`src/rtl/hdng_integrator_pkg.sv`:
```
// Shared widths and FSM state encoding for the heading integrator slice.
package hdng_pkg;

    localparam int HDNG_W = 12;
    localparam int YAW_W  = 16;

    typedef enum logic [1:0] {
        ST_IDLE = 2'd0,
        ST_CAL  = 2'd1,
        ST_RUN  = 2'd2
    } hdng_state_t;

endpackage

```
`src/rtl/hdng_integrator_if.sv`:
```
// Gyro sample input and heading output bundle between the sensor front-end and the PID.
interface hdng_integrator_if;
    import hdng_pkg::*;

    logic                     strt_cal;
    logic                     yaw_vld;
    logic signed [YAW_W-1:0]  yaw_rt;
    logic [HDNG_W-1:0]        actl_hdng;
    logic                     hdng_vld;
    logic                     cal_done;
    logic                     rdy;

    modport master (
        output strt_cal, yaw_vld, yaw_rt,
        input  actl_hdng, hdng_vld, cal_done, rdy
    );

    modport slave (
        input  strt_cal, yaw_vld, yaw_rt,
        output actl_hdng, hdng_vld, cal_done, rdy
    );

endinterface

```
`src/rtl/hdng_integrator_cal_avg.sv`:
```
// Gyro zero-rate offset estimator: averages 2^CAL_LOG2 samples with a floor divide.
module cal_avg
    import hdng_pkg::*;
#(
    parameter int CAL_LOG2 = 11
) (
    input  logic                    clk,
    input  logic                    rst,
    input  logic                    clr,
    input  logic                    smpl_vld,
    input  logic signed [YAW_W-1:0] yaw_rt,
    output logic                    last,
    output logic signed [YAW_W-1:0] offset
);

    localparam int SUM_W = YAW_W + CAL_LOG2;

    logic [CAL_LOG2-1:0]     cnt;
    logic signed [SUM_W-1:0] sum;
    logic signed [SUM_W-1:0] sum_nxt;

    assign sum_nxt = sum + SUM_W'(yaw_rt);
    assign last    = smpl_vld && (&cnt);

    always_ff @(posedge clk) begin
        if (rst) begin
            cnt    <= '0;
            sum    <= '0;
            offset <= '0;
        end else if (clr) begin
            cnt <= '0;
            sum <= '0;
        end else if (smpl_vld) begin
            cnt <= cnt + 1'b1;
            sum <= sum_nxt;
            // taking the upper bits of a two's-complement sum is an arithmetic floor divide
            if (last)
                offset <= sum_nxt[SUM_W-1:CAL_LOG2];
        end
    end

endmodule

```
`src/rtl/hdng_integrator.sv`:
```
// Integrates offset-corrected gyro yaw rate into a 12-bit compass heading.
//   state   | meaning
//   IDLE    | after reset, samples ignored until a calibration is requested
//   CAL     | accumulating samples to estimate the zero-rate offset
//   RUN     | integrating (yaw_rt - offset) into the heading, rdy high
module hdng_integrator
    import hdng_pkg::*;
#(
    parameter int CAL_LOG2  = 11,
    parameter int HDNG_SHFT = 11
) (
    input  logic               clk,
    input  logic               rst,
    hdng_integrator_if.slave   bus
);

    localparam int ACC_W = HDNG_W + HDNG_SHFT;
    localparam int EXT_W = (ACC_W > YAW_W + 1) ? ACC_W : YAW_W + 1;

    hdng_state_t               state;
    logic [ACC_W-1:0]          hacc;
    logic                      cal_smpl;
    logic                      cal_last;
    logic signed [YAW_W-1:0]   offset;
    logic signed [YAW_W:0]     diff;
    logic signed [EXT_W-1:0]   diff_ext;

    assign cal_smpl = (state == ST_CAL) && bus.yaw_vld && !bus.strt_cal;
    assign diff     = {bus.yaw_rt[YAW_W-1], bus.yaw_rt} - {offset[YAW_W-1], offset};
    assign diff_ext = EXT_W'(diff);

    cal_avg #(
        .CAL_LOG2 (CAL_LOG2)
    ) u_cal_avg (
        .clk      (clk),
        .rst      (rst),
        .clr      (bus.strt_cal),
        .smpl_vld (cal_smpl),
        .yaw_rt   (bus.yaw_rt),
        .last     (cal_last),
        .offset   (offset)
    );

    always_ff @(posedge clk) begin
        if (rst) begin
            state        <= ST_IDLE;
            hacc         <= '0;
            bus.hdng_vld <= 1'b0;
            bus.cal_done <= 1'b0;
            bus.rdy      <= 1'b0;
        end else begin
            bus.hdng_vld <= 1'b0;
            bus.cal_done <= 1'b0;
            case (state)
                ST_IDLE: begin
                    if (bus.strt_cal)
                        state <= ST_CAL;
                end
                ST_CAL: begin
                    if (cal_last) begin
                        state        <= ST_RUN;
                        bus.cal_done <= 1'b1;
                        bus.rdy      <= 1'b1;
                    end
                end
                ST_RUN: begin
                    // recalibration keeps the heading; old offset stays until the new one lands
                    if (bus.strt_cal) begin
                        state   <= ST_CAL;
                        bus.rdy <= 1'b0;
                    end else if (bus.yaw_vld) begin
                        hacc         <= hacc + diff_ext[ACC_W-1:0];
                        bus.hdng_vld <= 1'b1;
                    end
                end
                default: begin
                    state   <= ST_IDLE;
                    bus.rdy <= 1'b0;
                end
            endcase
        end
    end

    assign bus.actl_hdng = hacc[ACC_W-1:HDNG_SHFT];

endmodule

```
`src/flat_wrapper.sv`:
```
// flat-port wrapper written by rule: the top's interface ports become plain ports
module hdng_integrator_flat import hdng_pkg::*;
#(
    parameter int CAL_LOG2  = 11,
    parameter int HDNG_SHFT = 11
)
  (clk, rst, bus_strt_cal, bus_yaw_vld, bus_yaw_rt, bus_actl_hdng, bus_hdng_vld, bus_cal_done, bus_rdy);
  hdng_integrator_if bus_i ();
  input  logic clk;
  input  logic rst;
  input wire logic [$bits(bus_i.strt_cal)-1:0] bus_strt_cal;
  input wire logic [$bits(bus_i.yaw_vld)-1:0] bus_yaw_vld;
  input wire logic [$bits(bus_i.yaw_rt)-1:0] bus_yaw_rt;
  output wire logic [$bits(bus_i.actl_hdng)-1:0] bus_actl_hdng;
  output wire logic [$bits(bus_i.hdng_vld)-1:0] bus_hdng_vld;
  output wire logic [$bits(bus_i.cal_done)-1:0] bus_cal_done;
  output wire logic [$bits(bus_i.rdy)-1:0] bus_rdy;
  assign bus_i.strt_cal = bus_strt_cal;
  assign bus_i.yaw_vld = bus_yaw_vld;
  assign bus_i.yaw_rt = bus_yaw_rt;
  assign bus_actl_hdng = bus_i.actl_hdng;
  assign bus_hdng_vld = bus_i.hdng_vld;
  assign bus_cal_done = bus_i.cal_done;
  assign bus_rdy = bus_i.rdy;
  hdng_integrator #(.CAL_LOG2(CAL_LOG2), .HDNG_SHFT(HDNG_SHFT)) u_core (.clk(clk), .rst(rst), .bus(bus_i));
endmodule
```
`config.mk`:
```
export PLATFORM = sky130hd
export DESIGN_NAME = hdng_integrator_flat
export DESIGN_NICKNAME = d
export VERILOG_FILES = /design/src/rtl/hdng_integrator_pkg.sv /design/src/rtl/hdng_integrator_if.sv /design/src/rtl/hdng_integrator_cal_avg.sv /design/src/rtl/hdng_integrator.sv /design/src/flat_wrapper.sv
export SDC_FILE = /design/constraint.sdc
export NUM_CORES = 1
export LEC_CHECK = 0
export CELL_PAD_IN_SITES_DETAIL_PLACEMENT = 1
export CELL_PAD_IN_SITES_GLOBAL_PLACEMENT = 2
export CORE_UTILIZATION = 33
export CTS_BUF_LIST = sky130_fd_sc_hd__clkbuf_16
export DETAILED_ROUTE_END_ITERATION = 8
export GPL_TIMING_DRIVEN = 0
export PLACE_DENSITY_LB_ADDON = 0.1
export SLEW_MARGIN = 0
export SYNTH_ARGS = -nofsm -noshare
export SYNTH_HDL_FRONTEND = slang
export SYNTH_SLANG_ARGS = --single-unit
```
`constraint.sdc`:
```
create_clock -name clk -period 4.51 [get_ports clk]
set_input_delay 0.6765 -clock clk [delete_from_list [all_inputs] [get_ports clk]]
set_output_delay 0.6765 -clock clk [all_outputs]
set_load 0.01 [all_outputs]
```
[Word-level counts from Yosys, hierarchy flattened]
Index checks and enable logic that the tools add are counted.
Storage, ports and cells
  flip-flop bits (word level): 82
  bits of input ports: 20
  output and inout bits: 15
  logic and storage cells: 43
Cells by class
  $add $sub $neg: 4
  equality and inequality tests: 5
  mux-type cells: 8
  bitwise gates (word level): 4
  reduce and logical (&&, ||, !) cells: 14
Operators with widths (number)
  $add 27x16->27: 1
  $add 23x23->23: 1
  $sub 16x16->17: 1
  $add 11x1->11 const B: 1
  $reduce_and 11->1: 1
  $reduce_and 3->1: 3
  $reduce_or 2->1: 3
  $mux 1: 4
  $mux 2: 2
  $ne 2x1->1 const B: 2
  $not 1->1: 4
  $pmux 2 s2: 1
  $logic_and 1x1->1: 3
  $pmux 1 s3: 1
  $reduce_or 3->1: 1
  $eq 2x1->1 const B: 1
  $eq 2x2->1 const B: 1
  $logic_not 2->1: 1
  $ne 2x2->1 const B: 1
  $reduce_and 2->1: 1
  $logic_not 1->1: 1

[Longest topological paths before layout]
Gate-level depths: netlist (run 1).
  depth after elaboration: 6
  mapped depth: 20
  depth with buffers taken out: 20

[Cells and area by module]
A second synthesis (run 1) with hierarchy kept.
Second synthesis, totals
  cell total of the unflattened synthesis: 808
  area, all modules: 6382.4 sq um
Modules (own cells, without submodules)
  cal_avg: times used 1, cells each 420, area an instance 3429.5 sq um, sequential area each 1081.0 sq um
  hdng_integrator: times used 1, cells each 388, area an instance 2952.8 sq um, sequential area each 560.5 sq um

[Least setup slack after synthesis (run 1)]
OpenSTA, ideal clock, no wires.
  path type: input port to flip-flop
  start point: in bus_yaw_rt[0]
  end point: reg u_core.hacc[22]
  setup time: 123 ps
  data arrival time: 4200 ps
  required time: 4387 ps
  slack: 187 ps
  cell stages on the path: 19
  buffers on the path: 0
  path through: inv_1 -> ha_1 -> fa_1 -> nor2b_1 -> o31a_1 -> o211ai_2 -> a21oi_1 -> nor3_1 -> or3_1 -> xnor2_1 -> ha_1 -> a21oi_1 -> nor2b_1 -> nor2_1 -> o31a_2 -> o21ai_2 -> a221oi_2 -> mux2i_1 -> mux2_1
On the way
  cells in the longest elaborated chain, start to end: 2
Ends and longest elaborated chain
  from (decl): RTL line flat_wrapper.sv:13  | input wire logic [$bits(bus_i.yaw_rt)-1:0] bus_yaw_rt;
  $sub 16x16->17: RTL line hdng_integrator.sv:29  | assign diff = {bus.yaw_rt[YAW_W-1], bus.yaw_rt} - {offset[YAW_W-1], offset};
  $add 23x23->23: RTL line hdng_integrator.sv:72  | hacc <= hacc + diff_ext[ACC_W-1:0];
  to (signal assigned): RTL line hdng_integrator.sv:72
  to (decl): RTL line hdng_integrator.sv:21  | logic [ACC_W-1:0] hacc;
Every way passes these cells.
A chain may end at the register's enable or synchronous reset.

[Worst setup path in the final report (run 1)]
  start point: in bus_yaw_rt[1]
  end point: reg u_core.hacc[22]
The elaborated chain is that of the path after synthesis.

==> results of run 1 <==
[area by class of cell]
cell class              count  area share [%]
inverters                  33            1.61
plain buffers              46            2.87
multi-input cells         690            60.6
clock buffers               9            2.93
flip-flops and latches     82            21.4
repair buffers             45            5.53
well taps                 260            4.24
clock inverters             7           0.799
[cells in the mapped netlist, drive strengths merged, types with 15 or more instances]
library cell / n
a211oi: 16
or3: 15
nor2: 55
a21o: 15
inv: 33
nand3: 38
ha: 72
xor2: 16
nor3: 22
nand2: 122
a21oi: 108
o21ai: 39
dfxtp: 82
buf: 17
clkbuf: 29
xnor2: 31
[through the flow]
| stage | cells | power, mW |
|---|---|---|
| finish | 1172 | 1.83 |
| global route | 1172 | 1.92 |
| CTS | 1167 | 1.84 |
| detailed placement | 1145 | 1.07 |
| global placement | 1145 | 1.06 |
| floorplan | 851 | 0.963 |
[routing by layer]
layer	GRT usage, %	wire length (um)
met2	38.6	10300
met3	3.63	426
met1	27.7	9830
met5	0	0
met4	6.00	399
[sequential cells by signal, indices dropped and copies added, names as in the netlist]
| register | count |
|---|---|
| u_core.state | 2 |
| u_core.bus.hdng_vld | 1 |
| u_core.u_cal_avg.sum | 27 |
| u_core.bus.rdy | 1 |
| u_core.hacc | 23 |
| u_core.u_cal_avg.cnt | 11 |
| u_core.bus.cal_done | 1 |
| u_core.u_cal_avg.offset | 16 |
[cell families (layout without fill, tap and decap cells)]
group / Yosys count / after routing / share of synthesized area, %
flip-flops: 82 / 82 / 25.3
XOR/XNOR: 48 / 48 / 6.68
AO/OA/AOI/OAI: 239 / 239 / 23.1
multiplexers: 7 / 7 / 1.10
AND/OR/NAND/NOR: 321 / 321 / 23.8
adder cells (fa/ha/maj): 75 / 75 / 14.8
buffers and inverters: 79 / 140 / 5.29
[power breakdown]
part	total, mW	internal [mW]	switching (mW)
sequential	0.734	0.730	0.00400
combinational	0.341	0.131	0.210
clock	0.756	0.423	0.333
[worst max-delay path: cells and delay by family]
kind / cells / cell delay [ns]
multiplexers: 2 / 0.53
AO/OA/AOI/OAI: 9 / 1.77
AND/OR/NAND/NOR: 3 / 0.25
adder cells (fa/ha/maj): 2 / 0.69
XOR/XNOR: 1 / 0.15
buffers and inverters: 2 / 0.48
[timing repair]
| action | CTS | global route |
|---|---|---|
| pin swaps | 10 | 14 |
| resized for setup | 22 | 12 |
| buffers inserted | 6 | 5 |
| setup endpoints to repair | 8 | 5 |
[final timing paths]
kind,from,end,slack (ns)
hold / removal,u_core.u_cal_avg.sum[17]$_SDFFE_PP0P_,u_core.u_cal_avg.sum[17]$_SDFFE_PP0P_,0.46
setup reg to reg,u_core.u_cal_avg.offset[1]$_SDFFE_PP0P_,u_core.hacc[22]$_SDFFE_PP0P_,0.38
setup / recovery,bus_yaw_rt[1],u_core.hacc[22]$_SDFFE_PP0P_,0.18
hold reg to reg,u_core.u_cal_avg.sum[17]$_SDFFE_PP0P_,u_core.u_cal_avg.sum[17]$_SDFFE_PP0P_,0.46
==> impl_metrics.env, run 1 <==
export IMPL_required_ns=4.75
export IMPL_syn_inst=851
export IMPL_hold_slack_ns=0.460
export IMPL_vias_per_cell=5.38
export IMPL_place_ws_ns=-1.10
export IMPL_layout_min_cycle_time_ns=4.33
export IMPL_drv_slew=0
export IMPL_syn_nets=946
export IMPL_ir_worst_vdd_v=0.000178
export IMPL_drc=0
export IMPL_root_buffer="clkbuf_16"
export IMPL_io_pins=35
export IMPL_placementRows=50
export IMPL_cts_tree="done"
export IMPL_path_cells="dlygate4sd2_1 -> ha_1 -> nor2b_1 -> o21ai_2 -> a21boi_2 -> o211ai_1 -> buf_4 -> nand2_1 -> a21o_1 -> xor2_1 -> ha_2 -> nand2_1 -> a21oi_1 -> a211oi_2 -> o31a_2 -> o21ai_2 -> a221oi_2 -> mux2i_1 -> mux2_1"
export IMPL_fin_crit_sh_pct=96.1
export IMPL_insertion_delay_ns=0.36
export IMPL_p_leak_nw=3.03
export IMPL_ys_ff_latch=82
export IMPL_initial_core_util_pct=34.2
export IMPL_grt_pass1_wl_um=34800
export IMPL_critical_path_max_fanout=6
export IMPL_initialDrtViolationCount=194
export IMPL_numPortBuffers=34
export IMPL_worst_setup_path_type="input port to flip-flop"
export IMPL_numCtsBuffers=9
export IMPL_start_kind="input port"
export IMPL_fin_ws_ns=0.176
export IMPL_htreeDepth=3
export IMPL_hold_violations=0
export IMPL_critical_path_arrival_ns=4.58
export IMPL_yosys_top_cells_area="dfxtp_1 (25%), ha_1 (14%), a21oi_1 (8.1%), nand2_1 (7.0%), xnor2_1 (4.2%)"
export IMPL_dp_hpwl_um=16200
export IMPL_end_kind="flip-flop"
export IMPL_clock_sinks=82
export IMPL_power_density_nw_per_um2=238
export IMPL_ys_flop_type="dfxtp_1"
export IMPL_tightest_slew_ns=0.839
export IMPL_grt_max_degree=17
export IMPL_antenna_found_initial=0
export IMPL_vias=6304
export IMPL_final_nets=1002
export IMPL_wire_per_inst_um=17.8
export IMPL_antenna_cells=0
export IMPL_status="finished clean"
export IMPL_n_fill_cell=2356
export IMPL_synth_area_sq_um=6500
export IMPL_dr_pass1_iters=4
export IMPL_regArea_sq_um=1640
export IMPL_syn_area_per_cell_sq_um=7.64
export IMPL_path_clk_slew_ns=0.07
export IMPL_setup_tns_final_ns=0
export IMPL_maxCapViolCount=0
export IMPL_layout_drive_gt1_share_pct=8.77
export IMPL_fmax_mhz=231
export IMPL_grt_overflow=0
export IMPL_seq_area_frac_synth_pct=25.3
export IMPL_cts_max_path_buffers=2
export IMPL_slowest_stage="ha_2"
export IMPL_place_gp_congestion=0.887
export IMPL_cp_slowest_stage_delay_ns=0.38
export IMPL_core_area_sq_um=19000
export IMPL_synth_top_area_share_pct=25.3
export IMPL_dpl_instance_area_sq_um=7170
export IMPL_hold_class="flip-flop to flip-flop"
export IMPL_post_synth_top_area_cell="dfxtp_1"
export IMPL_area_growth_pct=18.1
export IMPL_die_area_sq_um=20300
export IMPL_synth_edff_count=0
export IMPL_stdcell_area_sq_um=7680
export IMPL_worstRegToRegCells=19
export IMPL_fin_util_pct=40.4
export IMPL_fp_dieW_um=142
export IMPL_routed_wl_um=20900
export IMPL_detail_route_antenna_nets=0
export IMPL_yosys_cell_types_count=69
export IMPL_die_height_um=142
export IMPL_multiInputGateArea_sq_um=4650
export IMPL_maxSlewHeadroom_pct=43.9
export IMPL_synthArstFlopShare_pct=0
export IMPL_setup_viol=0
export IMPL_grt_pass1_vias=6584
export IMPL_hold_depth=2
export IMPL_ctsHoldBuffers=0
export IMPL_track_usage_pct=22.0
export IMPL_grt_setup_unrepaired="true"
export IMPL_layout_commonest_cell="nand2_1"
export IMPL_finClkSkew_ns=0.00769
export IMPL_most_common_layout_cells="nand2_1 (122), a21oi_1 (100), dfxtp_1 (82)"
export IMPL_synth_warnings=0
Note: power is estimated with default switching activity, not from simulation.
==> run 2, diff against run 1 <==
- CTS_CLUSTER_DIAMETER: not set -> 50
- SKIP_LAST_GASP: not set -> 1
==> results of run 2 <==
No change in the layout: final DEF, timing and power equal those of run 1.
==> run 3, diff against run 2 <==
- ABC_CLOCK_PERIOD_IN_PS: not set -> 4510
==> results of run 3 <==
No change in the layout: final DEF, timing and power equal those of run 1.
